--- config.mk ---
export PLATFORM = sky130hd
export DESIGN_NAME = ciphertext_lcd_streamer
export DESIGN_NICKNAME = d
export VERILOG_FILES = /design/src/rtl/a51_pkg.sv /design/src/rtl/nibble_to_ascii.sv /design/src/rtl/ciphertext_lcd_streamer.sv
export SDC_FILE = /design/constraint.sdc
export NUM_CORES = 1
export LEC_CHECK = 0
export BUFFER_PORTS_ARGS = -buffer_cell sky130_fd_sc_hd__buf_2
export CAP_MARGIN = 20
export CORE_AREA = 2 2 112 114
export CTS_BUF_LIST = sky130_fd_sc_hd__clkbuf_2
export CTS_CLUSTER_DIAMETER = 60
export DETAILED_ROUTE_END_ITERATION = 10
export DIE_AREA = 0 0 114 116
export PLACE_DENSITY = 0.92
export REMOVE_ABC_BUFFERS = 1
export SKIP_LAST_GASP = 1
export SLEW_MARGIN = 20
export SYNTH_ARGS = -nofsm -noshare
export SYNTH_HDL_FRONTEND = slang
export SYNTH_HIERARCHICAL = 1
export SYNTH_SLANG_ARGS = --single-unit
--- constraint.sdc ---
create_clock -name clk_i -period 3.9 [get_ports clk_i]
set_clock_uncertainty 0.2 [all_clocks]
set_input_delay 0.78 -clock clk_i [delete_from_list [all_inputs] [get_ports clk_i]]
set_output_delay 0.78 -clock clk_i [all_outputs]
set_load 0.01 [all_outputs]
--- src/rtl/a51_pkg.sv ---
// ---------------------------------------------------------------------------
// a51_pkg
// Definitions shared by the A5/1 datapath stages.
//   state_e  : LCD streamer sequencer states (IDLE, CLEAR, SEND, DONE)
//   ASCII_0  : ASCII code of the character '0'
//   ASCII_A  : ASCII code of the character 'A' (hex digits use uppercase)
// ---------------------------------------------------------------------------
package a51_pkg;

    typedef enum logic [1:0] {
        IDLE  = 2'd0,
        CLEAR = 2'd1,
        SEND  = 2'd2,
        DONE  = 2'd3
    } state_e;

    localparam logic [7:0] ASCII_0 = 8'h30;
    localparam logic [7:0] ASCII_A = 8'h41;

endpackage

--- src/rtl/nibble_to_ascii.sv ---
// ---------------------------------------------------------------------------
// nibble_to_ascii
// Converts one hex digit to its uppercase ASCII character. Purely
// combinational. The key/data entry echo path uses the same converter.
//   nib_i   [3:0] : hex digit 0..F
//   ascii_o [7:0] : '0'..'9' (8'h30-8'h39) or 'A'..'F' (8'h41-8'h46)
// ---------------------------------------------------------------------------
module nibble_to_ascii
    import a51_pkg::*;
(
    input  logic [3:0] nib_i,
    output logic [7:0] ascii_o
);

    always_comb begin
        ascii_o = ASCII_0 + {4'h0, nib_i};
        if (nib_i > 4'd9) begin
            ascii_o = ASCII_A + ({4'h0, nib_i} - 8'd10);
        end
    end

endmodule

--- src/rtl/ciphertext_lcd_streamer.sv ---
// ---------------------------------------------------------------------------
// ciphertext_lcd_streamer
// Captures the XORed ciphertext/plaintext word and streams it to the
// character LCD as DATA_WIDTH/4 ASCII hex characters, most-significant
// nibble first, over a valid/ready handshake. Each message is preceded by a
// one-cycle LCD clear pulse, and completion is flagged with done_o.
//
// Ports
//   clk_i         : system clock, rising edge
//   reset_i       : synchronous active-low reset
//   start_i       : pulse, capture data_in_i and begin a message (IDLE/DONE)
//   data_in_i     : word to display, sampled only on an accepted start
//   lcd_ready_i   : LCD accepts a character this cycle
//   lcd_data_o    : ASCII character, 8'h00 whenever lcd_enable_o is low
//   lcd_enable_o  : lcd_data_o valid; transfer on lcd_enable_o & lcd_ready_i
//   lcd_reset_o   : one-cycle LCD clear pulse
//   busy_o        : message in progress (CLEAR or SEND)
//   done_o        : all characters transferred; held until restart/reset
//   char_index_o  : index of the character currently offered
// ---------------------------------------------------------------------------
module ciphertext_lcd_streamer
    import a51_pkg::*;
#(
    parameter  int DATA_WIDTH = 128,
    localparam int NIBBLES    = DATA_WIDTH / 4,
    localparam int IDX_W      = $clog2(NIBBLES)
) (
    input  logic                  clk_i,
    input  logic                  reset_i,
    input  logic                  start_i,
    input  logic [DATA_WIDTH-1:0] data_in_i,
    input  logic                  lcd_ready_i,
    output logic [7:0]            lcd_data_o,
    output logic                  lcd_enable_o,
    output logic                  lcd_reset_o,
    output logic                  busy_o,
    output logic                  done_o,
    output logic [IDX_W-1:0]      char_index_o
);

    localparam logic [IDX_W-1:0] LAST_IDX = IDX_W'(NIBBLES - 1);

    state_e                state_q;
    logic [DATA_WIDTH-1:0] shift_q;
    logic [IDX_W-1:0]      idx_q;
    logic                  lcd_enable_q;
    logic                  lcd_reset_q;
    logic                  busy_q;
    logic                  done_q;
    logic [7:0]            ascii;

    // Single sequencer; every output flag is a register so lcd_ready_i only
    // reaches the outputs through the state/index/shift registers.
    always_ff @(posedge clk_i) begin
        if (!reset_i) begin
            state_q      <= IDLE;
            shift_q      <= '0;
            idx_q        <= '0;
            lcd_enable_q <= 1'b0;
            lcd_reset_q  <= 1'b0;
            busy_q       <= 1'b0;
            done_q       <= 1'b0;
        end else begin
            case (state_q)
                // DONE accepts a start exactly like IDLE; done drops on capture.
                IDLE, DONE: begin
                    if (start_i) begin
                        shift_q     <= data_in_i;
                        idx_q       <= '0;
                        done_q      <= 1'b0;
                        busy_q      <= 1'b1;
                        lcd_reset_q <= 1'b1;
                        state_q     <= CLEAR;
                    end
                end
                CLEAR: begin
                    lcd_reset_q  <= 1'b0;
                    lcd_enable_q <= 1'b1;
                    state_q      <= SEND;
                end
                SEND: begin
                    if (lcd_ready_i) begin
                        shift_q <= {shift_q[DATA_WIDTH-5:0], 4'h0};
                        if (idx_q == LAST_IDX) begin
                            // Index parks on the last character through DONE.
                            lcd_enable_q <= 1'b0;
                            busy_q       <= 1'b0;
                            done_q       <= 1'b1;
                            state_q      <= DONE;
                        end else begin
                            idx_q <= idx_q + 1'b1;
                        end
                    end
                end
                default: state_q <= IDLE;
            endcase
        end
    end

    nibble_to_ascii u_n2a (
        .nib_i   (shift_q[DATA_WIDTH-1 -: 4]),
        .ascii_o (ascii)
    );

    assign lcd_data_o   = lcd_enable_q ? ascii : 8'h00;
    assign lcd_enable_o = lcd_enable_q;
    assign lcd_reset_o  = lcd_reset_q;
    assign busy_o       = busy_q;
    assign done_o       = done_q;
    assign char_index_o = idx_q;

endmodule

==> parameters.txt, run 1 <==
Parameter                              Value

Final layout
  Number of standard cells in the layout, taps in and fillers out ... 955
  Fraction of layout cells with a size suffix above 1 ... 32.5%
  Net total in the final layout ... 934
  Syn-to-layout area delta ... 12.6%
  Layout Utilization ... 66.7%

GRT
  Initial antenna violation count ... 3
  Maximum number of pins on one net before global-route repair ... 101
  Remaining global-route overflow ... 0
  Global routing usage summed across all routing layers ... 23.7%
  Global-route wire length before repair ... 25300 um
  Via count of the first global-routing pass ... 5346

Critical path
  Max FO, Critical Path ... 5
  Endpoint kind of the worst setup timing path ... output port
  Required time of the critical path ... 2.92 ns
  Delay of the slowest cell on the worst path ... 0.40 ns
  Critical path start-end classification ... register to output port
  CP cell instances ... inv_1 > ha_1 > o21bai_4 > nand2_1 > a21o_2 > and2_1 > buf_2
  WP data arrival ... 2.31 ns
  Standard cell with the maximum stage delay on the critical path ... sky130_fd_sc_hd__dfxtp_1
  Kind of start point of the critical path ... register

Timing
  Maximum clock frequency ... 0.304 GHz
  Crit path time final ... 3.29 ns
  Number of failing hold endpoints at the final stage ... 0
  # setup viols final ... 0
  Relative slew slack ... 35.2%
  Final worst-path cycle share ... 84.3%
  Count of pins over their slew limit ... 0
  Setup repair after global routing missed its margin ... no
  Tightest Pin Transition ... 0.971 ns

Clocking
  TritonCTS clock tree ... yes
  Library cell used as clock root buffer ... sky130_fd_sc_hd__clkbuf_2
  Clk_lat worst skew ... 0.69 ns
  Maximum clock path buffer count ... 2
  CTS H-tree depth ... 4
  Post-CTS setup repair buffer count ... 0
  Count of hold-fix buffers inserted at cts ... 0
  Num Clock Sinks ... 139
  TritonCTS Buffers ... 17
  Cts repair resizes ... 0
  Clock slew seen by the registers of the worst setup and hold paths ... 0.19 ns

Yosys
  Synth area leaders ... sky130_fd_sc_hd__dfxtp_1 (39%), sky130_fd_sc_hd__mux2i_1 (18%), sky130_fd_sc_hd__a211oi_1 (9.1%), sky130_fd_sc_hd__a21oi_1 (7.4%), sky130_fd_sc_hd__a211oi_2 (6.7%)
  Post-Synthesis Cell Area ... 7060 sq um
  Synthesized netlist cell count ... 695
  Post-synthesis async set-or-reset flop share ... 0%
  EDFF count, synth ... 0
  Yosys synthesis warning count ... 6
  Most used flip-flop cell after synthesis ... sky130_fd_sc_hd__dfxtp_1
  Flop and latch count out of synthesis ... 139
  Sequential share of the synthesized area ... 39.4%
  Number of library cell types mapped by synthesis ... 49
  Dominant cell type by area after synthesis ... sky130_fd_sc_hd__dfxtp_1
  Syn avg cell area ... 10.2 sq um
  Top-area cell type share of the netlist area ... 39.4%

Routing
  Count of routing violations after the opening detailed-route iteration ... 472
  Vias/cell ... 6.01
  Final routed wirelength across all metal layers ... 15800 um
  Detailed-route wire length per cell ... 16.6 um
  Antenna Violating Nets Remaining ... 0
  Drt drc ... 0
  Via count ... 5742
  First-pass detailed-route iteration total ... 7

Floorplan
  Die outline area ... 13200 sq um
  Standard cell core area ... 11900 sq um
  Ports placed on the boundary ... 149
  Initial core utilization ... 59.3%
  Chip width ... 114 um
  Die extent in y ... 116 um
  Core Rows ... 40

Power and ir drop
  Power density of the placed cells ... 921 nW/um^2
  Total Power ... 7.32 mW
  Worst vdd rail ir drop ... 0.697 mV
  Leakage ... 2.96 nW

Placement
  IO Port Bufs ... 147
  Number of placed instances with taps included ... 921
  Post-DP HPWL ... 10000 um
  Final weighted congestion in routability-driven placement ... 0.899

Flow run
  Count of max-cap constraint violations ... 0

Worst hold path
  Type of the worst min-delay path ... input port to register

Outcome
  Outcome ... completed
-- synth_stat cells (all sizes together) (2+ instances only) --
| cell | n |
|---|---|
| dfxtp | 139 |
| a21oi | 134 |
| mux2i | 126 |
| a211oi | 124 |
| buf | 53 |
| clkbuf | 23 |
| nand2 | 11 |
| ha | 9 |
| o21ai | 9 |
| and2 | 8 |
| inv | 8 |
| nand3 | 8 |
| nand4 | 5 |
| nor2b | 4 |
| a31oi | 3 |
| xnor2 | 3 |
| and3b | 2 |
| nand3b | 2 |
| nor2 | 2 |
| o21bai | 2 |
| xor2 | 2 |
-- stage by stage --
| stage | setup slack, ns | TNS (ns) | area, sq um | hold slack [ns] |
|---|---|---|---|---|
| global placement | 1.18 | 0 | 7670 | 0.261 |
| finish | 0.612 | 0 | 7950 | 0.126 |
| global route | 0.442 | 0 | 7950 | 0.0502 |
| floorplan | -3.82 | -501.17 | 6620 | 0.249 |
| detailed placement | 1.08 | 0 | 7670 | 0.268 |
| CTS | 0.578 | 0 | 7940 | 0.0777 |
-- cells in the final DEF (no fill, tap or decap), types with 2 or more instances in the layout --
| master | count |
|---|---|
| sky130_fd_sc_hd__a211oi_1 | 86 |
| sky130_fd_sc_hd__a21oi_1 | 104 |
| sky130_fd_sc_hd__dfxtp_1 | 139 |
| sky130_fd_sc_hd__nand4_1 | 5 |
| sky130_fd_sc_hd__a211oi_2 | 38 |
| sky130_fd_sc_hd__mux2i_1 | 125 |
| sky130_fd_sc_hd__ha_1 | 8 |
| sky130_fd_sc_hd__nand3_1 | 8 |
| sky130_fd_sc_hd__diode_2 | 3 |
| sky130_fd_sc_hd__clkinvlp_4 | 3 |
| sky130_fd_sc_hd__nand2_1 | 11 |
| sky130_fd_sc_hd__nor2b_1 | 4 |
| sky130_fd_sc_hd__inv_1 | 7 |
| sky130_fd_sc_hd__and2_1 | 8 |
| sky130_fd_sc_hd__buf_4 | 4 |
| sky130_fd_sc_hd__clkinv_2 | 2 |
| sky130_fd_sc_hd__xnor2_1 | 3 |
| sky130_fd_sc_hd__clkinv_4 | 2 |
| sky130_fd_sc_hd__buf_2 | 147 |
| sky130_fd_sc_hd__and3b_1 | 2 |
| sky130_fd_sc_hd__buf_12 | 4 |
| sky130_fd_sc_hd__a21oi_2 | 30 |
| sky130_fd_sc_hd__o21ai_0 | 9 |
| sky130_fd_sc_hd__clkbuf_2 | 19 |
| sky130_fd_sc_hd__xor2_1 | 2 |
| sky130_fd_sc_hd__a31oi_1 | 3 |
| sky130_fd_sc_hd__bufinv_16 | 4 |
| sky130_fd_sc_hd__nand3b_1 | 2 |
-- power by group --
part,switching (mW),leakage (nW),internal [mW]
clock network,0.527,0.154,0.420
registers,0.306,1.15,1.95
logic,2.43,1.66,1.69
total,3.26,2.96,4.06
-- flip-flops by register name, summed over array words and instances (netlist names) --
| register | flops |
|---|---|
| char_index_o | 5 |
| done_o | 1 |
| state_q | 2 |
| shift_q | 128 |
| lcd_reset_o | 1 |
| lcd_enable_o | 1 |
| busy_o | 1 |
-- final timing paths --
| kind | startpoint | to | cells past startpoint | slack (ns) |
|---|---|---|---|---|
| max | shift_q[125] | lcd_data_o[5] | 7 | 0.61 |
| min | data_in_i[1] | shift_q[1] | 3 | 0.13 |
| max reg2reg | state_q[0] | char_index_o[3] | 6 | 1.03 |
| min reg2reg | shift_q[1] | shift_q[1] | 2 | 0.29 |
-- logic make-up (layout without fill, tap and decap cells) --
logic type               count (synthesis)  count (layout)  synth area share (%)
other                                    1               4                0.0531
AO/OA/AOI/OAI                          282             282                  29.4
AND/OR/NAND/NOR                         48              48                  3.99
adder cells (fa/ha/maj)                  9               9                  1.59
buffers and inverters                   84             194                  6.66
multiplexers                           127             127                  18.2
flip-flops                             139             139                  39.4
XOR/XNOR                                 5               5                 0.620
-- routing by layer --
layer	routed length (um)	up-vias	track usage, %
met1	7020	2733	30.7
met2	7790	153	38.8
met4	367	0	9.67
li1	-	2826	-
met5	0	-	0
met3	654	30	4.92
-- layout make-up --
type	instances	area [sq um]
multi-input cells	472	3830
inverters	8	32.5
fillers	967	3960
flip-flops and latches	139	2780
repair buffers	155	846
diodes	3	7.51
clock buffers	19	95.1
clock inverters	12	174
well taps	147	184
-- critical path, delay by kind of cell (launching register included) --
family,cells,cell delay (ns)
compound gates,2,0.40
fa+ha+maj,1,0.28
buf+inv,2,0.25
flops,1,0.40
simple gates,2,0.31
No activity file was read; power rests on OpenSTA's default activity.
==> run 2, diff against run 1 <==
- ABC_AREA: unset -> 1
- CORE_AREA: 2 2 112 114 -> 2 2 113 115
- DIE_AREA: 0 0 114 116 -> 0 0 115 117
- PLACE_DENSITY: 0.92 -> 0.89
- clock period: 3.9 -> 3.2 ns (I/O delays scaled with it)
==> parameters.txt, run 2 <==
Parameter                              Value

Outcome
  Outcome ... completed

Yosys
  Syn avg cell area ... 6.16 sq um (-39%)
  Most used flip-flop cell after synthesis ... sky130_fd_sc_hd__dfxtp_1
  Post-synthesis async set-or-reset flop share ... 0% (unchanged)
  Number of library cell types mapped by synthesis ... 24 (-51%)
  EDFF count, synth ... 0 (unchanged)
  Most common library cells after synthesis ... sky130_fd_sc_hd__nand2_1 (428), sky130_fd_sc_hd__nor2_1 (262), sky130_fd_sc_hd__dfxtp_1 (139)
  Yosys synthesis warning count ... 6 (unchanged)
  Dominant cell type by area after synthesis ... sky130_fd_sc_hd__dfxtp_1
  Flop and latch count out of synthesis ... 139 (unchanged)
  Post-Synthesis Cell Area ... 6850 sq um (-3.0%)
  Synthesized netlist cell count ... 1113 (+60%)
  Top-area cell type share of the netlist area ... 40.6% (+1.2 points)
  Sequential share of the synthesized area ... 40.6% (+1.2 points)
  Synth area leaders ... sky130_fd_sc_hd__dfxtp_1 (41%), sky130_fd_sc_hd__nand2_1 (23%), sky130_fd_sc_hd__nor2_1 (14%), sky130_fd_sc_hd__o21ai_1 (7.3%), sky130_fd_sc_hd__buf_2 (2.6%)
  Most common cell in the synthesized netlist ... sky130_fd_sc_hd__nand2_1

Floorplan
  Core Rows ... 41 (+2.5%)
  Die extent in y ... 117 um (+0.86%)
  Ports placed on the boundary ... 149 (unchanged)
  Initial core utilization ... 55.7% (-3.6 points)
  Standard cell core area ... 12300 sq um (+3.4%)
  Die outline area ... 13500 sq um (+1.7%)
  Chip width ... 115 um (+0.88%)

Clocking
  Clk_lat worst skew ... 0.72 ns (+0.03 ns)
  CTS H-tree depth ... 4 (unchanged)
  Clock slew seen by the registers of the worst setup and hold paths ... 0.19 ns (about the same)
  TritonCTS clock tree ... yes
  TritonCTS Buffers ... 17 (unchanged)
  Maximum clock path buffer count ... 2 (unchanged)
  Post-CTS setup repair buffer count ... 0 (unchanged)
  Num Clock Sinks ... 139 (unchanged)
  Library cell used as clock root buffer ... sky130_fd_sc_hd__clkbuf_2

Placement
  IO Port Bufs ... 147 (unchanged)
  Final weighted congestion in routability-driven placement ... 0.897 (-0.27%)
  Cell area after placement ... 7550 sq um (-1.6%)
  Post-DP HPWL ... 9840 um (-2.0%)
  Number of placed instances with taps included ... 1346 (+46%)

Power and ir drop
  NetSw ... 3.91 mW (+20%)
  Proportion of total power due to net switching ... 45.7% (+1.1 points)
  Power density of the placed cells ... 1050 nW/um^2 (+14%)
  Part of the total power dissipated in the clock network ... 17.2% (+4.3 points)
  Combinational power share ... 50.6% (-5.7 points)
  Worst vdd rail ir drop ... 0.506 mV (-27%)
  Leakage ... 4.29 nW (+45%)
  Internal power summed over all cells ... 4.65 mW (+15%)
  Fraction of power consumed by sequential logic ... 32.2% (+1.4 points)

Timing
  Number of failing hold endpoints at the final stage ... 0 (unchanged)
  Relative slew slack ... 51.6% (+16 points)
  Maximum clock frequency ... 0.335 GHz
  Crit path time final ... 2.99 ns
  Final worst-path cycle share ... 93.4%
  Count of pins over their slew limit ... 0 (unchanged)
  Tightest Pin Transition ... 0.725 ns (-0.246 ns)
  # setup viols final ... 0 (unchanged)
  Setup repair after global routing missed its margin ... yes

Worst hold path
  Hold-critical path endpoint ... shift_q[39]
  Worst hold path depth ... 5 (+2)
  Hold Path Origin ... data_in_i[39]
  Type of the worst min-delay path ... input port to register

Routing
  Antenna Violating Nets Remaining ... 0 (unchanged)
  Via count ... 7000 (+22%)
  Detailed-route wire length per cell ... 11.5 um (-31%)
  Drt drc ... 0 (unchanged)
  Count of routing violations after the opening detailed-route iteration ... 684 (+45%)
  First-pass detailed-route iteration total ... 4 (-3)
  Vias/cell ... 5.00 (-17%)
  Final routed wirelength across all metal layers ... 16100 um (+1.6%)

GRT
  Remaining global-route overflow ... 0 (unchanged)
  Global routing usage summed across all routing layers ... 23.8% (+0.16 points)
  Via count of the first global-routing pass ... 6054 (+13%)
  GR met3 Demand/Resource ... 4.43% (-0.49 points)
  Maximum number of pins on one net before global-route repair ... 131 (+30%)
  Initial antenna violation count ... 0 (-3)
  Fraction of met2 tracks used by global routing ... 40.9% (+2.1 points)
  GR met1 Demand/Resource ... 30.1% (-0.64 points)
  Top Usage Layer GRT ... met2
  Global-route wire length before repair ... 26200 um (+3.6%)

Critical path
  CP cell instances ... inv_1 > ha_1 > nor2_2 > nor2_1 > nor2_2 > nand3_1 > nand2_1 > nand2_1 > inv_1 > buf_2
  Worst r2r dst ... shift_q[31]
  FF-to-FF setup slack ... 0.61 ns (-0.42 ns)
  Standard cell with the maximum stage delay on the critical path ... sky130_fd_sc_hd__dfxtp_2
  Critical path start-end classification ... register to output port
  Kind of start point of the critical path ... register
  Worst reg2reg startpoint ... state_q[0]
  Endpoint kind of the worst setup timing path ... output port
  Max FO, Critical Path ... 6 (+1)
  Required time of the critical path ... 2.36 ns (-0.56 ns)
  Delay of the slowest cell on the worst path ... 0.38 ns (-0.02 ns)
  Worst r2r path cells ... 7 (+1)
  WP data arrival ... 2.15 ns (-0.16 ns)

Final layout
  Leading cell type in the layout, fill and taps excluded ... sky130_fd_sc_hd__nand2_1
  Flip-flop count of the largest register after layout ... 128 (unchanged)
  Layout Utilization ... 66.1% (-0.66 points)
  Area of the multi-input gates ... 3600 sq um (-5.9%)
  Largest register by flop count ... shift_q
  Number of standard cells in the layout, taps in and fillers out ... 1399 (+46%)
  Final Cell Area ... 8140 sq um (+2.3%)
  Commonest cells after routing, fill and taps aside ... sky130_fd_sc_hd__nand2_1 (428), sky130_fd_sc_hd__nor2_1 (261), sky130_fd_sc_hd__buf_2 (146), sky130_fd_sc_hd__dfxtp_1 (136), sky130_fd_sc_hd__o21ai_1 (100)
  Fraction of layout cells with a size suffix above 1 ... 16.1% (-16 points)
  Number of fillers in the final layout ... 1112 (+15%)
  Syn-to-layout area delta ... 18.8%
  Net total in the final layout ... 1377 (+47%)
  Antenna Cells ... 0 (-3)
  Flip-flop and latch area ... 2790 sq um (+0.31%)

Flow run
  Count of max-cap constraint violations ... 0 (unchanged)
run 2: cell types whose count changed in the layout (fill, tap and decap cells not counted), sizes merged, moves of 4 or more:
cell and change:
nor2b -4, a21oi -124, nand3 +4, nor2 +262, bufinv +4, nand2 +422
dlygate4sd3 +21, mux2i -126, and2 -8, inv +26, o21ai +123, a211oi -123
run 2: how the worst max path moves through the flow:
stage                     to    startpoint  cells past startpoint  slack (ns)
2_1_floorplan    shift_q[10]    state_q[0]                      8       -3.04
3_3_place_gp    shift_q[126]    state_q[0]                      9        0.71
3_5_place_dp    shift_q[126]    state_q[0]                      9        0.67
4_1_cts        lcd_data_o[6]  shift_q[126]                      8        0.04
5_1_grt        lcd_data_o[3]  shift_q[125]                     10       -0.02
6_report       lcd_data_o[3]  shift_q[125]                     10        0.21
run 2: layout make-up:
class	instances	area share [%]
multi-input combinational	868	44.3
sequential	139	34.3
timing repair buffer	177	13.1
clock inverter	13	3.31
tap	150	2.31
inverter	33	1.55
clock buffer	19	1.17
run 2: what timing repair did:
| action | in CTS | in global routing |
|---|---|---|
| hold buffers | 21 | 0 |
| gates resized for setup | 0 | 6 |
| endpoints found under the setup margin | 0 | 7 |
| endpoints found under the hold margin | 21 | 0 |
run 2: layer usage:
metal,vias up,part of all wire [%]
met2,179,48
met3,30,4.5
li1,3683,-
met1,3108,45
met4,0,1.8
met5,-,0
run 2: kinds of logic (layout without fill, tap and decap cells):
group / Yosys count / after routing / synth area share, %
buffers and inverters: 106 / 242 / 7.12
AOI/OAI and AO/OA: 143 / 143 / 10.5
adders and majority gates: 9 / 9 / 1.64
other: 1 / 1 / 0.0547
and+or+nand+nor: 714 / 714 / 39.9
xor gates and xnor gates: 1 / 1 / 0.128
DFF: 139 / 139 / 40.6
run 2: power groups by stage:
stage,clock network [mW],logic (mW),registers [mW]
global route,1.56,5.00,2.84
global placement,0,4.20,2.77
CTS,1.49,4.33,2.75
detailed placement,0,4.29,2.80
finish,1.47,4.33,2.76
floorplan,0,3.22,2.73
run 2: worst max-delay path, delay by kind of cell, from the launching register on:
family / cells / cell delay [ns]
flip-flops: 1 / 0.38
adder cells (fa/ha/maj): 1 / 0.24
buffers and inverters: 3 / 0.28
AND/OR/NAND/NOR: 6 / 0.56
run 2: through the flow:
stage               hold slack [ns]  power (mW)  setup WS (ns)  setup TNS [ns]
floorplan                     0.255        5.95          -3.04         -393.31
global route                0.00541        9.40        -0.0175         -0.0175
detailed placement            0.236        7.08          0.665               0
finish                       0.0457        8.57          0.212               0
CTS                        0.000365        8.57         0.0443               0
global placement              0.234        6.97          0.707               0
==> run 3, diff against run 2 <==
- CORE_AREA: 2 2 113 115 -> 2 2 119 121
- DIE_AREA: 0 0 115 117 -> 0 0 121 123
- PLACE_DENSITY: 0.89 -> 0.85
- clock period: 3.2 -> 2.5 ns (I/O delays scaled with it)
==> parameters.txt, run 3 (synthesis results as in run 2) <==
Parameter                              Value

GRT
  Global-route wire length before repair ... 31600 um (+21%)
  Initial antenna violation count ... 0 (unchanged)
  Global routing usage summed across all routing layers ... 26.2% (+2.4 points)
  Remaining global-route overflow ... 0 (unchanged)
  Via count of the first global-routing pass ... 7114 (+18%)
  Maximum number of pins on one net before global-route repair ... 131 (unchanged)

Critical path
  Required time of the critical path ... 1.80 ns (-0.56 ns)
  Max FO, Critical Path ... 4 (-2)
  Endpoint kind of the worst setup timing path ... output port
  Kind of start point of the critical path ... register
  FF-to-FF setup slack ... 0.17 ns (-0.44 ns)
  CP cell instances ... inv_2 > ha_4 > nor2_4 > nor2_4 > nor2_4 > nand3_2 > nand2_1 > nand2_1 > inv_1 > buf_2
  Delay of the slowest cell on the worst path ... 0.42 ns (+0.04 ns)
  WP data arrival ... 2.10 ns (-0.05 ns)
  Most common cell type on the critical path ... sky130_fd_sc_hd__nor2_4
  Standard cell with the maximum stage delay on the critical path ... sky130_fd_sc_hd__dfxtp_4
  Critical path start-end classification ... register to output port

Final layout
  Commonest cells after routing, fill and taps aside ... sky130_fd_sc_hd__nand2_1 (428), sky130_fd_sc_hd__nor2_1 (259), sky130_fd_sc_hd__buf_2 (146), sky130_fd_sc_hd__dfxtp_1 (135), sky130_fd_sc_hd__dlygate4sd3_1 (132)
  Leading cell type in the layout, fill and taps excluded ... sky130_fd_sc_hd__nand2_1
  Syn-to-layout area delta ... 37.7%
  Fraction of layout cells with a size suffix above 1 ... 16.2% (+0.12 points)
  Antenna Cells ... 0 (unchanged)
  Flip-flop count of the largest register after layout ... 128 (unchanged)
  Net total in the final layout ... 1497 (+8.7%)
  Largest register by flop count ... shift_q
  Layout Utilization ... 69.3% (+3.2 points)

Floorplan
  Chip width ... 121 um (+5.2%)
  Core Rows ... 43 (+4.9%)
  Initial core utilization ... 50.3% (-5.3 points)
  Die extent in y ... 123 um (+5.1%)
  Ports placed on the boundary ... 149 (unchanged)
  Die outline area ... 14900 sq um (+11%)
  Standard cell core area ... 13600 sq um (+11%)

Timing
  Worst hold margin ... 0.258 ns (+0.212 ns)
  Number of failing hold endpoints at the final stage ... 0 (unchanged)
  Count of pins over their slew limit ... 0 (unchanged)
  Worst setup margin ... -0.304 ns (-0.516 ns)
  Crit path time final ... 2.80 ns
  Maximum clock frequency ... 0.357 GHz
  # setup viols final ... 7 (+7)
  Setup repair after global routing missed its margin ... yes
  Final worst-path cycle share ... 112%

Routing
  Detailed-route wire length per cell ... 13.0 um (+13%)
  Antenna Violating Nets Remaining ... 0 (unchanged)
  Final routed wirelength across all metal layers ... 20200 um (+25%)
  Vias/cell ... 5.03 (+0.60%)
  Drt drc ... 0 (unchanged)
  Via count ... 7797 (+11%)
  Count of routing violations after the opening detailed-route iteration ... 725 (+6.0%)
  First-pass detailed-route iteration total ... 5 (+1)

Clocking
  CTS H-tree depth ... 4 (unchanged)
  Clk_lat worst skew ... 0.69 ns (-0.03 ns)
  Maximum clock path buffer count ... 2 (unchanged)
  TritonCTS clock tree ... yes
  Clock slew seen by the registers of the worst setup and hold paths ... 0.19 ns (about the same)
  Library cell used as clock root buffer ... sky130_fd_sc_hd__clkbuf_2
  TritonCTS Buffers ... 17 (unchanged)
  Num Clock Sinks ... 139 (unchanged)

Placement
  IO Port Bufs ... 147 (unchanged)
  Post-DP HPWL ... 9990 um (+1.5%)
  Final weighted congestion in routability-driven placement ... 0.867 (-3.3%)

Power and ir drop
  Worst vdd rail ir drop ... 0.775 mV (+53%)
  Leakage ... 4.79 nW (+12%)
  Power density of the placed cells ... 1190 nW/um^2 (+13%)
  Total Power ... 11.3 mW (+32%)

Worst hold path
  Type of the worst min-delay path ... register to register

Outcome
  Outcome ... finished, violations left
  Violations in the final reports ... setup timing

Flow run
  Count of max-cap constraint violations ... 0 (unchanged)
[run 3: critical path, delay by kind of cell, from the launching register on]
kind | cells | cell delay (ns)
fa+ha+maj | 1 | 0.16
flops | 1 | 0.42
simple gates | 6 | 0.61
buf+inv | 3 | 0.24
[run 3: path summary, 6_finish.rpt]
path         depth (start not counted)             to          from
max                                 10  lcd_data_o[3]  shift_q[124]
min                                  2         busy_o        busy_o
max reg2reg                          9   shift_q[105]    state_q[0]
min reg2reg                          2         busy_o        busy_o
[run 3: where the power goes]
group	leakage [nW]	switching (mW)	internal, mW
Clock	0.146	0.815	0.547
Sequential	1.16	0.459	3.10
Combinational	3.48	4.09	2.26
[run 3: per-layer routing]
metal  track usage (%)  vias up  routed length [um]
met4              13.7        0                 743
met2              45.2      310                9970
met1              30.7     3482                8290
met3              5.58       76                1160
met5                 0        -                   0
li1                  -     3929                   -
[run 3: through the flow]
step | cell area, sq um | TNS, ns | worst slack (ns) | instances
2_1_floorplan | 6490 | -489.91 | -3.74 | 1040
3_3_place_gp | 7650 | 0 | 0.390 | 1378
3_5_place_dp | 7650 | 0 | 0.322 | 1378
4_1_cts | 9300 | -1.81 | -0.301 | 1546
5_1_grt | 9430 | -2.65 | -0.444 | 1549
6_report | 9430 | -1.39 | -0.304 | 1549
[run 3: layout make-up]
cell class / count / area, sq um
Fill cell: 1107 / 4180
Multi-Input combinational cell: 868 / 3710
Sequential cell: 139 / 2800
Timing Repair Buffer: 297 / 2320
Tap cell: 180 / 225
Clock inverter: 14 / 154
Inverter: 33 / 136
Clock buffer: 18 / 90.1
[run 3: what timing repair did]
action,CTS,global route
hold buffers,132,0
hold endpoints to repair,138,0
pin swaps,5,5
setup endpoints to repair,7,8
cloned,0,1
resized for setup,19,18
setup buffers,4,2
